File: config.mk
export PLATFORM = sky130hd
export DESIGN_NAME = fetch_queue
export DESIGN_NICKNAME = d
export VERILOG_FILES = /design/src/rtl/fetch_queue.sv
export SDC_FILE = /design/constraint.sdc
export NUM_CORES = 1
export LEC_CHECK = 0
export ABC_CLOCK_PERIOD_IN_PS = 4770
export BUFFER_PORTS_ARGS = -buffer_cell sky130_fd_sc_hd__buf_4
export CAP_MARGIN = 0
export CELL_PAD_IN_SITES_DETAIL_PLACEMENT = 1
export CELL_PAD_IN_SITES_GLOBAL_PLACEMENT = 1
export CORE_AREA = 5 5 183 185
export CTS_CLUSTER_DIAMETER = 60
export CTS_CLUSTER_SIZE = 40
export DETAILED_ROUTE_END_ITERATION = 8
export DIE_AREA = 0 0 188 190
export PLACE_DENSITY = 0.86
export SKIP_CTS_REPAIR_TIMING = 1
export SLEW_MARGIN = 20
export SYNTH_ARGS = -nofsm -noshare
export SYNTH_HDL_FRONTEND = slang
export SYNTH_SLANG_ARGS = --single-unit
export TNS_END_PERCENT = 20
File: constraint.sdc
create_clock -name clk -period 4.77 [get_ports clk]
set_input_delay 0.954 -clock clk [delete_from_list [all_inputs] [get_ports clk]]
set_output_delay 0.954 -clock clk [all_outputs]
set_load 0.1 [all_outputs]
File: src/rtl/fetch_queue.sv
// Instruction-fetch unit: owns the PC, issues sequential requests to a one-cycle
// instruction memory and buffers returned instructions with their PCs for decode.
module fetch_queue #(
  parameter int XLEN = 32,
  parameter int ILEN = 32,
  parameter int DEPTH = 4,
  parameter logic [XLEN-1:0] RESET_PC = '0
) (
  input  logic                    clk,
  input  logic                    rst,
  input  logic                    redirect_valid,
  input  logic [XLEN-1:0]         redirect_base,
  input  logic [XLEN-1:0]         redirect_offset,
  output logic                    imem_req_valid,
  output logic [XLEN-1:0]         imem_req_addr,
  input  logic [ILEN-1:0]         imem_resp_data,
  output logic                    out_valid,
  input  logic                    out_ready,
  output logic [ILEN-1:0]         out_instr,
  output logic [XLEN-1:0]         out_pc,
  output logic [XLEN-1:0]         out_pc_plus4,
  output logic [$clog2(DEPTH):0]  occupancy
);

  localparam int AW = $clog2(DEPTH);
  localparam int CW = AW + 1;
  localparam logic [CW:0] DEPTH_C = (CW+1)'(DEPTH);

  logic [XLEN-1:0] fetch_pc_r;
  logic            inflight_r;
  logic [XLEN-1:0] inflight_pc_r;
  logic [AW-1:0]   rd_ptr_r;
  logic [AW-1:0]   wr_ptr_r;
  logic [CW-1:0]   count_r;
  logic [ILEN-1:0] instr_q [DEPTH];
  logic [XLEN-1:0] pc_q [DEPTH];

  logic            head_valid_s;
  logic            pop_s;
  logic            push_s;
  logic            issue_s;
  logic [CW:0]     credit_s;
  logic [XLEN-1:0] target_sum_s;
  logic [XLEN-1:0] target_s;

  // Handshake, credit and redirect-target decode.
  always_comb begin
    head_valid_s = (count_r != {CW{1'b0}}) && !rst;
    pop_s        = head_valid_s && out_ready;
    push_s       = inflight_r && !redirect_valid && !rst;
    // Queued plus in-flight entries, less the one leaving this cycle, must fit.
    credit_s     = {1'b0, count_r} + {{CW{1'b0}}, inflight_r} - {{CW{1'b0}}, pop_s};
    issue_s      = !rst && !redirect_valid && (credit_s < DEPTH_C);
    target_sum_s = redirect_base + redirect_offset;
    target_s     = {target_sum_s[XLEN-1:2], 2'b00};
  end

  // Head presentation to decode; everything reads zero while empty or in reset.
  always_comb begin
    imem_req_valid = issue_s;
    imem_req_addr  = fetch_pc_r;
    out_valid      = head_valid_s;
    if (head_valid_s) begin
      out_instr    = instr_q[rd_ptr_r];
      out_pc       = pc_q[rd_ptr_r];
      out_pc_plus4 = pc_q[rd_ptr_r] + XLEN'(4);
    end else begin
      out_instr    = {ILEN{1'b0}};
      out_pc       = {XLEN{1'b0}};
      out_pc_plus4 = {XLEN{1'b0}};
    end
    if (rst) begin
      occupancy = {CW{1'b0}};
    end else begin
      occupancy = count_r;
    end
  end

  // PC, in-flight tracking and queue pointers; reset and redirect flush everything.
  always_ff @(posedge clk) begin
    if (rst) begin
      fetch_pc_r    <= RESET_PC;
      inflight_r    <= 1'b0;
      inflight_pc_r <= {XLEN{1'b0}};
      rd_ptr_r      <= {AW{1'b0}};
      wr_ptr_r      <= {AW{1'b0}};
      count_r       <= {CW{1'b0}};
    end else if (redirect_valid) begin
      fetch_pc_r    <= target_s;
      inflight_r    <= 1'b0;
      rd_ptr_r      <= {AW{1'b0}};
      wr_ptr_r      <= {AW{1'b0}};
      count_r       <= {CW{1'b0}};
    end else begin
      inflight_r <= issue_s;
      if (issue_s) begin
        inflight_pc_r <= fetch_pc_r;
        fetch_pc_r    <= fetch_pc_r + XLEN'(4);
      end
      if (push_s) begin
        wr_ptr_r <= wr_ptr_r + AW'(1);
      end
      if (pop_s) begin
        rd_ptr_r <= rd_ptr_r + AW'(1);
      end
      case ({push_s, pop_s})
        2'b10:   count_r <= count_r + CW'(1);
        2'b01:   count_r <= count_r - CW'(1);
        default: count_r <= count_r;
      endcase
    end
  end

  // Entry storage; no reset needed since entries are only read while counted.
  always_ff @(posedge clk) begin
    if (push_s) begin
      instr_q[wr_ptr_r] <= imem_resp_data;
      pc_q[wr_ptr_r]    <= inflight_pc_r;
    end
  end

endmodule

==> flow_metrics.tcl, run 1 <==
set metrics [dict create \
    outcome "finished clean" \
    drt.antenna.violating_nets 0 \
    io_pins 233 \
    final.period_utilization_pct 90.9 \
    muxShareOfSynthArea_pct 11.8 \
    fin_nets 1432 \
    grt_use_total_pct 19.7 \
    htree_levels 1 \
    worstHoldEndpoint "pc_q[1][24]" \
    vias_per_cell 5.51 \
    rows 66 \
    r2r_slack_ns 1.11 \
    min_from "inflight_pc_r[24]" \
    io_buffers 226 \
    relSlewSlack_pct 49.8 \
    synthSimpleGateAreaFrac_pct 11.3 \
    cts-root-buf "clkbuf_16" \
    ys_seq_area_share_pct 60.2 \
    place_area_sq_um 16800 \
    vias 9443 \
    core_area_sq_um 31900 \
    synth-async-reset-ratio_pct 0 \
    synth-xor-area-share_pct 4.41 \
    hp-class "register to register" \
    finalInstanceArea_sq_um 17600 \
    die_w_microns 188 \
    ys_types 73 \
    final_max_slew_viol_count 0 \
    fin_skew_ns 0.0226 \
    cap_violations 0 \
    crit_fanout 21 \
    worstMarginPinSlew_ns 0.753 \
    drt-initial-drc-count 494 \
    cts_buffers 21 \
    rsz0062_at_grt "false" \
    clkSinkCount 318 \
    crit_path_start_kind "register" \
    crit_arrival_ns 3.38 \
    routed_wl_microns 36000 \
    drc 0 \
    synth_common_cells "edfxtp_1, nor2_1, dfxtp_1" \
    tns_ns 0 \
    post_drt_wl_per_cell_microns 21.0 \
    hold_violations 0 \
    die_h_microns 190 \
    ir_drop_v 0.000202 \
    place_congestion 0.845 \
    criticalPathCategory "register to output port" \
    first_pass_iters 5 \
    clk_latency_ns 0.52 \
    cts_buffer_depth 3 \
    area_growth_pct 20.0 \
    yosys_warnings 0 \
    cts_tree "done" \
    grt_pass1_vias 10152 \
    postSynthCellCount 1079 \
    clk_pin_slew_ns 0.11 \
    synth_compound_area_share_pct 6.32 \
    r2r-end "imem_req_addr[29]" \
    r2r_cells 18 \
    grt_pass1_wl_microns 56800 \
    period_needed_ns 4.33 \
    synth-main-ff-cell "edfxtp_1" \
    fmax_ghz 0.231 \
    netlist_area_sq_um 14700 \
    synth_top_family_by_area "multiplexers" \
    drive_above_1_share_pct 27.9 \
    start_util_pct 46.1 \
    grt_max_degree 64 \
    dp_hpwl_microns 26200 \
    dieArea_sq_um 35700 \
    min_path_cells 0 \
    synth_fa_ha_area_share_pct 3.54 \
    n_fill_cell 3184 \
    synth.most_common_cell "edfxtp_1" \
    worst_ep_required_time_ns 3.82 \
    synth_edf_count 248 \
    grt-ovfl-total 0 \
    power_density_nw_per_um2 331 \
    n_antenna_cell 0 \
    p_leak_uw 0.00681 \
    synth_seq_cells 318 \
    antenna_found_initial 0 \
    avgSynthCellArea_sq_um 13.6 \
    yosysTopAreaCell "edfxtp_1" \
    synth_area_leaders "edfxtp_1, dfxtp_1, mux4_2, ha_1, and2_1" \
    r2r_start "count_r[2]" \
    crit_path_end_kind "output port" \
    netlist.area_leader.share_pct 50.7 \
    setup_viol 0 \
]
-- cells by family after synthesis --
family,Yosys count
and+or+nand+nor,325
DFF,318
AOI/OAI and AO/OA,144
muxes,95
buffers and inverters,81
xor gates and xnor gates,74
adders and majority gates,41
other,1
-- cell type report --
type	count	area (sq um)	area share, %
timing repair buffer	241	1860	10.5
clock inverter	14	215	1.22
inverter	24	90.1	0.511
sequential	318	8850	50.2
multi-input combinational	685	5540	31.4
tap	408	510	2.89
clock buffer	24	579	3.28
-- report_power, final --
group	switching, uW	internal [uW]
clock	1050	971
combinational	502	241
sequential	65.3	3020
-- registers in the layout (all words and copies together), names as in the netlist, named ones only --
signal         count
rd_ptr_r           2
pc_q             120
instr_q          128
inflight_pc_r     30
imem_req_addr     30
wr_ptr_r           2
inflight_r         1
count_r            3
-- cells in the final DEF, fill, tap and decap left out, types with 13 or more instances in the layout --
cell,count
mux2i_1,31
edfxtp_1,248
xor2_1,42
nor2_1,110
a21oi_1,46
nand3_1,23
inv_1,23
clkbuf_16,23
mux4_2,62
xnor2_1,32
nand4_1,17
dfxtp_1,68
ha_1,40
and3_1,16
nand2_1,40
o21ai_0,18
buf_4,237
and2_1,68
a211oi_1,13
-- per-layer routing --
layer	vias to the layer above	GRT usage, %	part of all wire (%)
met5	-	0	0
met2	263	34.0	49
met3	21	4.02	6.6
met1	4698	26.6	43
li1	4461	-	-
met4	0	2.65	0.98
-- worst max-delay path by stage --
stage	endpoint	slack, ns
after floorplan	imem_req_valid	0.05
after global placement	imem_req_valid	0.64
after detailed placement	imem_req_addr[29]	0.57
after CTS	out_pc_plus4[29]	0.36
after global routing	out_pc_plus4[28]	0.20
final	out_pc_plus4[29]	0.44
-- metrics by stage --
stage          hold slack, ns  setup slack, ns  instances  utilization, %  total power, uW
4_1_cts                 0.520            0.359       1714            55.4             5920
5_1_grt                 0.534            0.204       1714            55.4             6100
6_report                0.515            0.436       1714            55.4             5850
3_3_place_gp            0.474            0.639       1676            52.9             3870
3_5_place_dp            0.494            0.570       1676            52.9             3890
2_1_floorplan           0.460           0.0519       1084               -             3660
-- critical path, cell delays in order (launching register included) --
cell and delay (ns):
dfxtp_4 0.62, buf_4 0.40, mux4_2 0.61, and3_1 0.21, nand4_2 0.17, nor2_1 0.09, and3_1 0.19, xnor2_1 0.12
nor2_1 0.11, buf_4 0.31
No activity file was read; power rests on OpenSTA's default activity.
==> run 2, diff against run 1 <==
--- a/config.mk
+++ b/config.mk
@@ -5,16 +5,17 @@
 export SDC_FILE = /design/constraint.sdc
 export NUM_CORES = 1
 export LEC_CHECK = 0
-export ABC_CLOCK_PERIOD_IN_PS = 4770
+export ABC_CLOCK_PERIOD_IN_PS = 4300
 export BUFFER_PORTS_ARGS = -buffer_cell sky130_fd_sc_hd__buf_4
 export CAP_MARGIN = 0
 export CELL_PAD_IN_SITES_DETAIL_PLACEMENT = 1
 export CELL_PAD_IN_SITES_GLOBAL_PLACEMENT = 1
-export CORE_AREA = 5 5 183 185
+export CORE_AREA = 2 2 180 182
 export CTS_CLUSTER_DIAMETER = 60
 export CTS_CLUSTER_SIZE = 40
 export DETAILED_ROUTE_END_ITERATION = 8
-export DIE_AREA = 0 0 188 190
+export DIE_AREA = 0 0 182 184
+export GPL_ROUTABILITY_DRIVEN = 0
 export PLACE_DENSITY = 0.86
 export SKIP_CTS_REPAIR_TIMING = 1
 export SLEW_MARGIN = 20
==> constraint.sdc (replaced) <==
create_clock -name clk -period 4.3 [get_ports clk]
set_input_delay 0.86 -clock clk [delete_from_list [all_inputs] [get_ports clk]]
set_output_delay 0.86 -clock clk [all_outputs]
set_load 0.1 [all_outputs]
==> run 2 against run 1 <==
Net effect: total power increased by 12%; worst hold slack got worse by 0.022 ns; sequential share of layout area down 0.13 points; non-clock buffer count up 7; setup slack lost 0.24 ns; critical path depth up 1; combinational power increased by 12%; first-iteration DRC count up 27%; utilization is 1.0 points higher; via count up 1.8%; count of clock-buffer cells in the layout down 3; critical path type unchanged; highest routed layer unchanged.
==> flow_metrics.tcl, run 2 (synthesis results as in run 1) <==
set metrics [dict create \
    outcome "finished clean" \
    regMostFlops "instr_q" \
    cap_violations 0 \
    hp-class "register to register" \
    drt.antenna.violating_nets 0 \
    r2r_cells 16 \
    wl_met2_microns 17800 \
    endpoint "out_pc_plus4[31]" \
    final.period_utilization_pct 95.5 \
    ir_drop_v 0.000212 \
    crit_fanout 12 \
    fin_nets 1438 \
    final_common_cell "edfxtp_1" \
    fmax_ghz 0.244 \
    antenna_found_initial 0 \
    first_pass_iters 5 \
    rows 65 \
    htree_levels 1 \
    drc 0 \
    cts_tree "done" \
    crit_path_end_kind "output port" \
    cts_buffer_depth 3 \
    final_cell_mix "edfxtp_1, buf_4, nor2_1" \
    grt_pass1_wl_microns 56900 \
    area_growth_pct 20.4 \
    routed_wl_microns 36300 \
    drt-met1-wl_microns 15500 \
    vias_per_cell 5.61 \
    relSlewSlack_pct 59.7 \
    r2r_start "count_r[2]" \
    whs_ns 0.493 \
    path_depth 10 \
    io_buffers 226 \
    grt-ovfl-total 0 \
    largest_reg_flops 128 \
    die_w_microns 182 \
    crit_path_start_kind "register" \
    io_pins 233 \
    p_leak_uw 0.00684 \
    power_density_nw_per_um2 369 \
    hold_violations 0 \
    cts-root-buf "clkbuf_16" \
    r2r-end "imem_req_addr[26]" \
    top_regs "instr_q: 128 flops, pc_q: 120 flops" \
    dp_hpwl_microns 26200 \
    critPathBufInv 2 \
    final_util_pct 56.4 \
    setup_viol 0 \
    n_antenna_cell 0 \
    crit_arrival_ns 3.24 \
    grt_use_total_pct 21.6 \
    slowest_stage "dfxtp_4" \
    fin_skew_ns 0.0313 \
    core_area_sq_um 31400 \
    min_path_cells 0 \
    place_ws_ns 0.416 \
    top_layer "met4" \
    worst_ep_required_time_ns 3.44 \
    drt-initial-drc-count 625 \
    start_util_pct 46.8 \
    die_h_microns 184 \
    worstMarginPinSlew_ns 0.605 \
    place_area_sq_um 16900 \
    r2r_slack_ns 0.86 \
    final_max_slew_viol_count 0 \
    clk_pin_slew_ns 0.12 \
    grt_max_degree 64 \
    finalInstanceArea_sq_um 17700 \
    cts_buffers 20 \
    critical_path.max_stage_delay_ns 0.53 \
    criticalPathCategory "register to output port" \
    period_needed_ns 4.10 \
    post_drt_wl_per_cell_microns 21.2 \
    vias 9612 \
    setup_slack_ns 0.195 \
    critPathTopFamily "simple AND/OR/NAND/NOR gates" \
    dieArea_sq_um 33500 \
    drive_above_1_share_pct 28.3 \
    clkSinkCount 318 \
    met3WireLength_microns 2570 \
    clk_latency_ns 0.54 \
    grt_pass1_vias 10085 \
    worstPathCellList "buf_8 > mux4_2 > nand4_2 > nor2_4 > nand4_2 > nor2_1 > nand3_1 > xor2_1 > nor2_1 > buf_4" \
]
==> run 2: routing by layer <==
layer / up-vias / global-route usage [%]
li1: 4476 / -
met1: 4784 / 28.9
met2: 317 / 37.2
met3: 35 / 4.50
met4: 0 / 3.65
met5: - / 0
==> run 2: through the flow <==
| step | instances | setup TNS (ns) | total power (uW) |
|---|---|---|---|
| after floorplan | 1084 | -0.131 | 4060 |
| after global placement | 1676 | 0 | 4300 |
| after detailed placement | 1676 | 0 | 4320 |
| after CTS | 1712 | -0.0917 | 6590 |
| after global routing | 1713 | -0.00429 | 6750 |
| final | 1713 | 0 | 6530 |
==> run 2: area by class of cell <==
cell class,count,area (sq um)
timing repair buffer,248,1910
fill,3132,13700
clock inverter,15,267
tap,402,503
sequential,318,8860
clock buffer,21,526
inverter,24,90.1
multi-input combinational,685,5540
==> run 2: worst min path at each step <==
stage | to | from
final | pc_q[3][17] | inflight_pc_r[17]
after global routing | instr_q[0][26] | imem_resp_data[26]
after CTS | pc_q[1][14] | inflight_pc_r[14]
after detailed placement | pc_q[1][13] | inflight_pc_r[13]
after global placement | pc_q[2][17] | inflight_pc_r[17]
after floorplan | pc_q[0][10] | inflight_pc_r[10]
==> run 2: power by group <==
part | total [uW] | switching [uW] | internal [uW] | leakage (uW)
clock | 2270 | 1210 | 1070 | 0.000376
sequential | 3420 | 72.7 | 3350 | 0.00301
combinational | 831 | 563 | 268 | 0.00345
